### config.mk
export PLATFORM = sky130hd
export DESIGN_NAME = uint16_display_controller_flat
export DESIGN_NICKNAME = d
export VERILOG_FILES = /design/src/rtl/uint16_display_controller_if.sv /design/src/rtl/uint16_display_controller.sv /design/src/flat_wrapper.sv
export SDC_FILE = /design/constraint.sdc
export NUM_CORES = 1
export LEC_CHECK = 0
export ABC_AREA = 1
export CORE_MARGIN = 8
export CORE_UTILIZATION = 27
export DETAILED_ROUTE_END_ITERATION = 8
export PLACE_DENSITY_LB_ADDON = 0.15
export SYNTH_ARGS = -nofsm -noshare
export SYNTH_HDL_FRONTEND = slang
export SYNTH_SLANG_ARGS = --single-unit
### constraint.sdc
create_clock -name clk -period 1.9 [get_ports clk]
set_input_delay 0.19 -clock clk [delete_from_list [all_inputs] [get_ports clk]]
set_output_delay 0.19 -clock clk [all_outputs]
set_load 0.01 [all_outputs]
### src/rtl/uint16_display_controller_if.sv
// uint16_display_controller_if: valid/ready value channel from producer to display controller
interface uint16_display_controller_if;
    logic [15:0] in_value;
    logic        in_valid;
    logic        in_ready;
    modport master (output in_value, in_valid, input in_ready);
    modport slave (input in_value, in_valid, output in_ready);
endinterface

### src/rtl/uint16_display_controller.sv
// uint16_display_controller: double-dabble BCD conversion with leading-zero blanking and a scanned 5-digit readout
module uint16_display_controller #(
    parameter int unsigned SCAN_DIV = 4
) (
    input  logic                          clk,
    input  logic                          rst_n,
    uint16_display_controller_if.slave    bus,
    output logic                          busy,
    output logic [3:0]                    digit,
    output logic [4:0]                    digit_sel,
    output logic                          frame_start
);
    localparam logic [3:0] EMPTY_DIGIT = 4'd10;
    localparam logic [7:0] DIV_LAST = 8'(SCAN_DIV - 1);
    typedef enum logic [1:0] {IDLE, CONVERT, COMMIT} state_t;
    state_t          state_q, state_d;
    logic [15:0]     bin_q, bin_d;
    logic [19:0]     bcd_q, bcd_d, bcd_adj;
    logic [3:0]      cnt_q, cnt_d;
    logic [4:0][3:0] disp_q, disp_d, blank;
    logic [2:0]      pos_q, pos_d;
    logic [7:0]      div_q, div_d;
    logic            lead;
    // next-state: conversion sequencing, blanking of leading zeros, and the free-running scan
    always_comb begin
        state_d = state_q;
        bin_d = bin_q;
        bcd_d = bcd_q;
        cnt_d = cnt_q;
        disp_d = disp_q;
        lead = 1'b1;
        blank = '0;
        bcd_adj = '0;
        for (int i = 0; i < 5; i++)
            bcd_adj[i*4 +: 4] = bcd_q[i*4 +: 4] >= 4'd5 ? bcd_q[i*4 +: 4] + 4'd3 : bcd_q[i*4 +: 4];
        for (int i = 4; i >= 1; i--) begin
            lead = lead && (bcd_q[i*4 +: 4] == 4'd0);
            blank[i] = lead ? EMPTY_DIGIT : bcd_q[i*4 +: 4];
        end
        blank[0] = bcd_q[3:0];
        if (state_q == IDLE && bus.in_valid) begin
            bin_d = bus.in_value;
            bcd_d = '0;
            cnt_d = '0;
            state_d = CONVERT;
        end else if (state_q == CONVERT) begin
            {bcd_d, bin_d} = {bcd_adj, bin_q} << 1;
            cnt_d = cnt_q + 4'd1;
            state_d = cnt_q == 4'd15 ? COMMIT : CONVERT;
        end else if (state_q == COMMIT) begin
            disp_d = blank;
            state_d = IDLE;
        end
        div_d = div_q == DIV_LAST ? 8'd0 : div_q + 8'd1;
        pos_d = div_q != DIV_LAST ? pos_q : pos_q == 3'd4 ? 3'd0 : pos_q + 3'd1;
    end
    // state registers with synchronous active-low reset blanking the display
    always_ff @(posedge clk) begin
        if (!rst_n) begin
            state_q <= IDLE;
            bin_q <= '0;
            bcd_q <= '0;
            cnt_q <= '0;
            disp_q <= {5{EMPTY_DIGIT}};
            pos_q <= '0;
            div_q <= '0;
        end else begin
            state_q <= state_d;
            bin_q <= bin_d;
            bcd_q <= bcd_d;
            cnt_q <= cnt_d;
            disp_q <= disp_d;
            pos_q <= pos_d;
            div_q <= div_d;
        end
    end
    assign bus.in_ready = state_q == IDLE;
    assign busy = state_q != IDLE;
    assign digit = disp_q[pos_q];
    assign digit_sel = 5'b00001 << pos_q;
    assign frame_start = pos_q == 3'd0 && div_q == 8'd0;
endmodule

### src/flat_wrapper.sv
// flat-port wrapper written by rule: the top's interface ports become plain ports
module uint16_display_controller_flat 
#(
    parameter int unsigned SCAN_DIV = 4
)
  (clk, rst_n, busy, digit, digit_sel, frame_start, bus_in_value, bus_in_valid, bus_in_ready);
  uint16_display_controller_if bus_i ();
  input  logic clk;
  input  logic rst_n;
  output logic busy;
  output logic [3:0] digit;
  output logic [4:0] digit_sel;
  output logic frame_start;
  input wire logic [$bits(bus_i.in_value)-1:0] bus_in_value;
  input wire logic [$bits(bus_i.in_valid)-1:0] bus_in_valid;
  output wire logic [$bits(bus_i.in_ready)-1:0] bus_in_ready;
  assign bus_i.in_value = bus_in_value;
  assign bus_i.in_valid = bus_in_valid;
  assign bus_in_ready = bus_i.in_ready;
  uint16_display_controller #(.SCAN_DIV(SCAN_DIV)) u_core (.clk(clk), .rst_n(rst_n), .bus(bus_i), .busy(busy), .digit(digit), .digit_sel(digit_sel), .frame_start(frame_start));
endmodule
==> results.py, run 1 <==
metrics = {
    "clock_tree": {
        "clock_latency_ns": 0.34,
        "cts_buffer_depth": 2,
        "cts-buffers-inserted": 9,
        "clkTransAtPathRegs_ns": 0.06,
        "cts_sinks": 73,
        "h-tree-depth": 3,
        "root_buffer": "clkbuf_16",
        "cts_tree": "yes",
    },
    "place": {
        "place_congestion": 0.757,
        "hpwlAfterDp_um": 6260,
        "io_buffers": 30,
        "place_ws_ns": 0.196,
        "dpl_cell_area_mm2": 0.00428,
    },
    "global_route": {
        "grtUsageTotal_pct": 10.4,
        "grt_pass1_vias": 3323,
        "grt_pass1_wl_um": 15500,
        "antenna_found_initial": 0,
        "grt_max_degree": 54,
        "overflow": 0,
    },
    "power": {
        "internal_power_w": 0.00291,
        "p_comb_share_pct": 14.4,
        "p_leak_nw": 1.95,
        "swShare_pct": 26.4,
        "seq_power_share_pct": 41.9,
        "p_per_area_mw_per_mm2": 855,
        "irDropWorstVdd_v": 0.000404,
        "p_switching_w": 0.00105,
        "power_w": 0.00396,
        "pwr-share-clk_pct": 43.8,
    },
    "routing": {
        "wl_per_cell_um": 12.0,
        "antenna_left": 0,
        "drt_wl_total_um": 8910,
        "dr.pass1.iters": 4,
        "drc": 0,
        "viasPerCell": 4.54,
        "drt_iter0_drc": 176,
        "num_vias": 3362,
    },
    "sta": {
        "rsz0062_at_grt": "false",
        "slew_headroom_pct": 73.6,
        "tightest_slew_ns": 0.396,
        "drv_slew": 0,
        "worst_slack_ns": 0.0815,
        "final_hold_viol_count": 0,
        "fin_crit_sh_pct": 95.7,
        "setup_viol": 0,
        "setup-tns-final_ns": 0,
        "fmax_mhz": 550,
        "skew_ns": 0.00800,
        "fin_crit_ns": 1.82,
    },
    "layout": {
        "antenna_cells": 0,
        "area_delta_synth_final_pct": 21.7,
        "drive_above_1_share_pct": 10.5,
        "layout_common_cells": "nand2_1 (111), dfxtp_1 (71), inv_1 (62)",
        "regArea_mm2": 0.00146,
        "num-fill-cells": 1469,
        "final_core_util_pct": 33.5,
        "final_common_cell": "nand2_1",
        "finalNetCount": 599,
        "multi_input_area_mm2": 0.00196,
        "design_area_mm2": 0.00463,
    },
    "synth": {
        "synth_edf_count": 0,
        "syn_area_mm2": 0.00381,
        "synth_top_area_share_pct": 38.4,
        "synth_top_flop_cell": "dfxtp_1",
        "netlist_top_cells_area": "dfxtp_1 (38%), nand2_1 (11%), ha_1 (7.9%)",
        "postSynthAreaPerCell_um2": 7.28,
        "synth.net_count": 566,
        "synthCells": 523,
        "synth_top_area_cell": "dfxtp_1",
        "ys_ff_latch": 73,
        "yosysUniqueCellTypes": 36,
        "ys_seq_area_share_pct": 38.4,
        "ys.warnings.count": 0,
        "async_flop_share_pct": 0,
    },
    "setup_path": {
        "crit_slowest_cell": "clkdlybuf4s50_1",
        "end_kind": "output port",
        "path_class": "flip-flop to output port",
        "path_cells": "buf_4 > ha_1 > ha_1 > clkdlybuf4s50_1",
        "slowest_delay_ns": 0.47,
        "worstPathArrival_ns": 1.63,
        "cp.required_ns": 1.71,
        "cp_max_fo": 5,
        "crit_path_frequent_cell": "ha_1",
        "worstSetupStartpointType": "flip-flop",
    },
    "hold_path": {
        "hold_path_class": "primary input to flip-flop",
    },
    "floorplan": {
        "io-pin-count": 31,
        "initial_core_util_pct": 27.5,
        "die_width_um": 135,
        "die_h_um": 135,
        "dieArea_mm2": 0.0182,
        "coreArea_mm2": 0.0138,
        "std_cell_rows": 43,
    },
    "status": {
        "status": "finished, final reports clean",
    },
    "run": {
        "maxCapViolCount": 0,
    },
}
## Yosys cell counts (4+ instances only)
cell	count
a21oi_1	58
a21oi_2	7
a31oi_1	5
buf_2	12
dfxtp_1	73
ha_1	24
inv_1	62
nand2_1	111
nand3_1	41
nand4_1	5
nor2_1	26
nor2_2	4
o211ai_1	5
o21ai_0	53
## timing repair
item,4_1_cts,5_1_grt
cloned,0,0
buffers inserted,0,4
hold buffers,0,0
gates resized for setup,8,7
setup endpoints to repair,8,5
## cell families (layout without fill, tap and decap cells)
logic type | after synthesis | count (layout) | share of synthesized area [%]
buffers and inverters | 89 | 127 | 10.3
adders and majority gates | 24 | 24 | 7.88
AOI/OAI and AO/OA | 131 | 131 | 18.8
xor gates and xnor gates | 2 | 2 | 0.460
DFF | 73 | 73 | 38.4
and+or+nand+nor | 204 | 204 | 24.2
## final cells by class
class / instances / area share [%]
Inverter: 69 / 5.89
Clock inverter: 4 / 1.11
Timing Repair Buffer: 42 / 8.80
Multi-Input combinational cell: 361 / 42.2
Tap cell: 180 / 4.86
Sequential cell: 73 / 31.6
Clock buffer: 12 / 5.53
## registers in the layout, indices dropped and copies added (netlist names)
register / flops
u_core.pos_q: 3
u_core.bcd_q: 20
u_core.cnt_q: 4
u_core.div_q: 8
u_core.state_q: 2
u_core.disp_q: 20
u_core.bin_q: 16
## metal layers
metal  vias to the layer above  global-route usage (%)  part of all wire [%]
met5                         -                       0                     0
met4                         0                    4.49                   1.5
met3                        10                    2.71                   3.2
met2                        40                    16.5                    45
met1                      1532                    13.1                    50
li1                       1780                       -                     -
## path summary, 6_finish.rpt
path | from | to | slack (ns) | cells past startpoint
worst max-delay path | u_core.pos_q[1] | digit_sel[3] | 0.08 | 4
worst min register to register | u_core.div_q[7] | u_core.div_q[7] | 0.46 | 2
worst max register to register | u_core.state_q[0] | u_core.bcd_q[13] | 0.40 | 9
worst min-delay path | bus_in_value[0] | u_core.bin_q[0] | 0.43 | 3
## metrics by stage
stage,cells,hold slack [ns]
final,741,0.432
after global placement,721,0.444
after global routing,741,0.455
after CTS,737,0.406
after floorplan,523,0.336
after detailed placement,721,0.456
## worst max-delay path: cells and delay by family, from the launching register on
kind / cells / cell delay (ns)
flip-flops: 1 / 0.33
buffers and inverters: 2 / 0.62
adder cells (fa/ha/maj): 2 / 0.35
## power groups by stage
stage / Sequential [W] / Combinational, W / Clock [W]
3_5_place_dp: 0.00169 / 0.000572 / 0
5_1_grt: 0.00167 / 0.000653 / 0.00187
6_report: 0.00166 / 0.000569 / 0.00173
4_1_cts: 0.00166 / 0.000568 / 0.00182
3_3_place_gp: 0.00169 / 0.000569 / 0
2_1_floorplan: 0.00168 / 0.000405 / 0
No activity file was read; power rests on OpenSTA's default activity.
==> inputs of run 2 (changes only) <==
--- a/config.mk
+++ b/config.mk
@@ -6,7 +6,7 @@
 export NUM_CORES = 1
 export LEC_CHECK = 0
 export ABC_AREA = 1
-export CORE_MARGIN = 8
+export CORE_MARGIN = 2
 export CORE_UTILIZATION = 27
 export DETAILED_ROUTE_END_ITERATION = 8
 export PLACE_DENSITY_LB_ADDON = 0.15
==> constraint.sdc (replaced) <==
create_clock -name clk -period 1.65 [get_ports clk]
set_input_delay 0.165 -clock clk [delete_from_list [all_inputs] [get_ports clk]]
set_output_delay 0.165 -clock clk [all_outputs]
set_load 0.01 [all_outputs]
==> run 2 against run 1 <==
Compared with the run above: register-to-register slack lost 0.14 ns; wire length decreased by 2.4%; sequential share of layout area fell by 0.051 points; clock skew down 0.0043 ns; largest power group unchanged; highest routed layer unchanged.
==> results.py, run 2 (same netlist as run 1, synthesis figures left out) <==
metrics = {
    "global_route": {
        "grtUsageTotal_pct": 12.4,
        "grt_max_degree": 33,
        "overflow": 0,
        "grt_pass1_vias": 3152,
        "grt_pass1_wl_um": 14800,
        "antenna_found_initial": 0,
    },
    "sta": {
        "skew_ns": 0.00367,
        "rsz0062_at_grt": "false",
        "fin_crit_ns": 1.60,
        "fmax_mhz": 626,
        "setup-tns-final_ns": 0,
        "worst_slack_ns": 0.0528,
        "fin_crit_sh_pct": 96.8,
        "drv_slew": 0,
        "tightest_slew_ns": 0.376,
        "final_hold_viol_count": 0,
        "setup_viol": 0,
        "slew_headroom_pct": 74.9,
    },
    "routing": {
        "num_vias": 3381,
        "drt_wl_total_um": 8700,
        "drc": 0,
        "drt_iter0_drc": 153,
        "antenna_left": 0,
        "viasPerCell": 4.53,
        "wl_per_cell_um": 11.6,
        "dr.pass1.iters": 4,
    },
    "layout": {
        "top_regs": "u_core.bcd_q: 20 flops, u_core.disp_q: 20 flops, u_core.bin_q: 16 flops",
        "antenna_cells": 0,
        "drive_above_1_share_pct": 12.5,
        "design_area_mm2": 0.00464,
        "final_core_util_pct": 33.6,
        "area_delta_synth_final_pct": 21.9,
        "final_common_cell": "nand2_1",
        "num-fill-cells": 1465,
        "regArea_mm2": 0.00146,
        "finalNetCount": 606,
        "layout_common_cells": "nand2_1 (111), dfxtp_1 (71), inv_1 (61)",
        "multi_input_area_mm2": 0.00196,
    },
    "setup_path": {
        "r2r_start": "u_core.state_q[1]",
        "path_class": "flip-flop to output port",
        "cp_max_fo": 13,
        "end_kind": "output port",
        "cp.required_ns": 1.48,
        "r2r_cells": 7,
        "r2r-end": "u_core.cnt_q[3]",
        "worstPathArrival_ns": 1.43,
        "reg2reg_slack_ns": 0.26,
        "worstSetupStartpointType": "flip-flop",
    },
    "hold_path": {
        "min_path_cells": 3,
        "hold_path_class": "primary input to flip-flop",
        "whs_endpoint": "u_core.bin_q[0]",
        "min_from": "bus_in_value[0]",
    },
    "clock_tree": {
        "cts-buffers-inserted": 9,
        "root_buffer": "clkbuf_16",
        "clkTransAtPathRegs_ns": 0.06,
        "h-tree-depth": 3,
        "clock_latency_ns": 0.33,
        "cts_buffer_depth": 2,
        "cts_sinks": 73,
        "holdBufCountCts": 0,
        "cts_tree": "yes",
    },
    "floorplan": {
        "dieArea_mm2": 0.0151,
        "initial_core_util_pct": 27.5,
        "die_h_um": 123,
        "std_cell_rows": 43,
        "coreArea_mm2": 0.0138,
        "io-pin-count": 31,
        "die_width_um": 123,
    },
    "power": {
        "irDropWorstVdd_v": 0.000416,
        "power_w": 0.00452,
        "p_per_area_mw_per_mm2": 975,
        "p_leak_nw": 1.95,
    },
    "place": {
        "hpwlAfterDp_um": 6250,
        "place_ws_ns": 0.00941,
        "place_congestion": 0.788,
        "io_buffers": 30,
        "dpl_cell_area_mm2": 0.00435,
    },
    "status": {
        "status": "finished, final reports clean",
    },
    "run": {
        "maxCapViolCount": 0,
    },
}
==> run 2: cell count changes in the layout (fill, tap and decap cells not counted), sizes merged <==
cell and delta:
clkinvlp -1, clkdlybuf4s15 +1, clkbuf +5, buf +7
dlymetal6s2s -3, clkdlybuf4s50 -4, dlygate4sd2 +1
==> run 2: through the flow <==
| stage | hold slack (ns) | std cells |
|---|---|---|
| floorplan | 0.311 | 523 |
| global placement | 0.444 | 730 |
| detailed placement | 0.454 | 730 |
| CTS | 0.404 | 747 |
| global route | 0.433 | 747 |
| finish | 0.413 | 747 |
==> run 2: cell type report <==
type	count	share of cell area, %
Inverter	69	5.88
Multi-Input combinational cell	361	42.2
Clock buffer	12	5.53
Timing Repair Buffer	49	9.19
Clock inverter	3	0.863
Sequential cell	73	31.5
Tap cell	180	4.85
==> run 2: how the worst max path moves through the flow <==
stage	from	to	slack (ns)	cells after the start
after floorplan	u_core.state_q[0]	u_core.cnt_q[0]	0.34	8
after global routing	u_core.pos_q[0]	digit_sel[3]	0.00002	4
after detailed placement	u_core.pos_q[1]	digit[0]	0.009	5
after global placement	u_core.pos_q[1]	frame_start	0.04	7
final	u_core.pos_q[0]	digit_sel[3]	0.05	4
after CTS	u_core.pos_q[1]	digit[3]	0.006	7
==> run 2: repair_timing <==
| item | CTS | global route |
|---|---|---|
| resized for setup | 22 | 13 |
| setup endpoints to repair | 12 | 7 |
| setup buffers | 2 | 0 |
==> run 2: power breakdown <==
part | internal [W] | switching, W
sequential | 0.00185 | 0.0000649
clock | 0.00124 | 0.000723
combinational | 0.000256 | 0.000396
total | 0.00334 | 0.00118
==> run 2: routing by layer <==
metal	track usage [%]	vias up	part of all wire (%)
met3	2.97	7	3.4
met2	19.5	53	45
met1	16.3	1527	51
met4	4.74	0	1.1
met5	0	-	0
li1	-	1794	-
==> run 2: critical path, cell delays in order (launching register included) <==
cell           delay (ns)
dfxtp_2              0.33
buf_6                0.14
ha_1                 0.19
ha_1                 0.17
dlygate4sd2_1        0.28
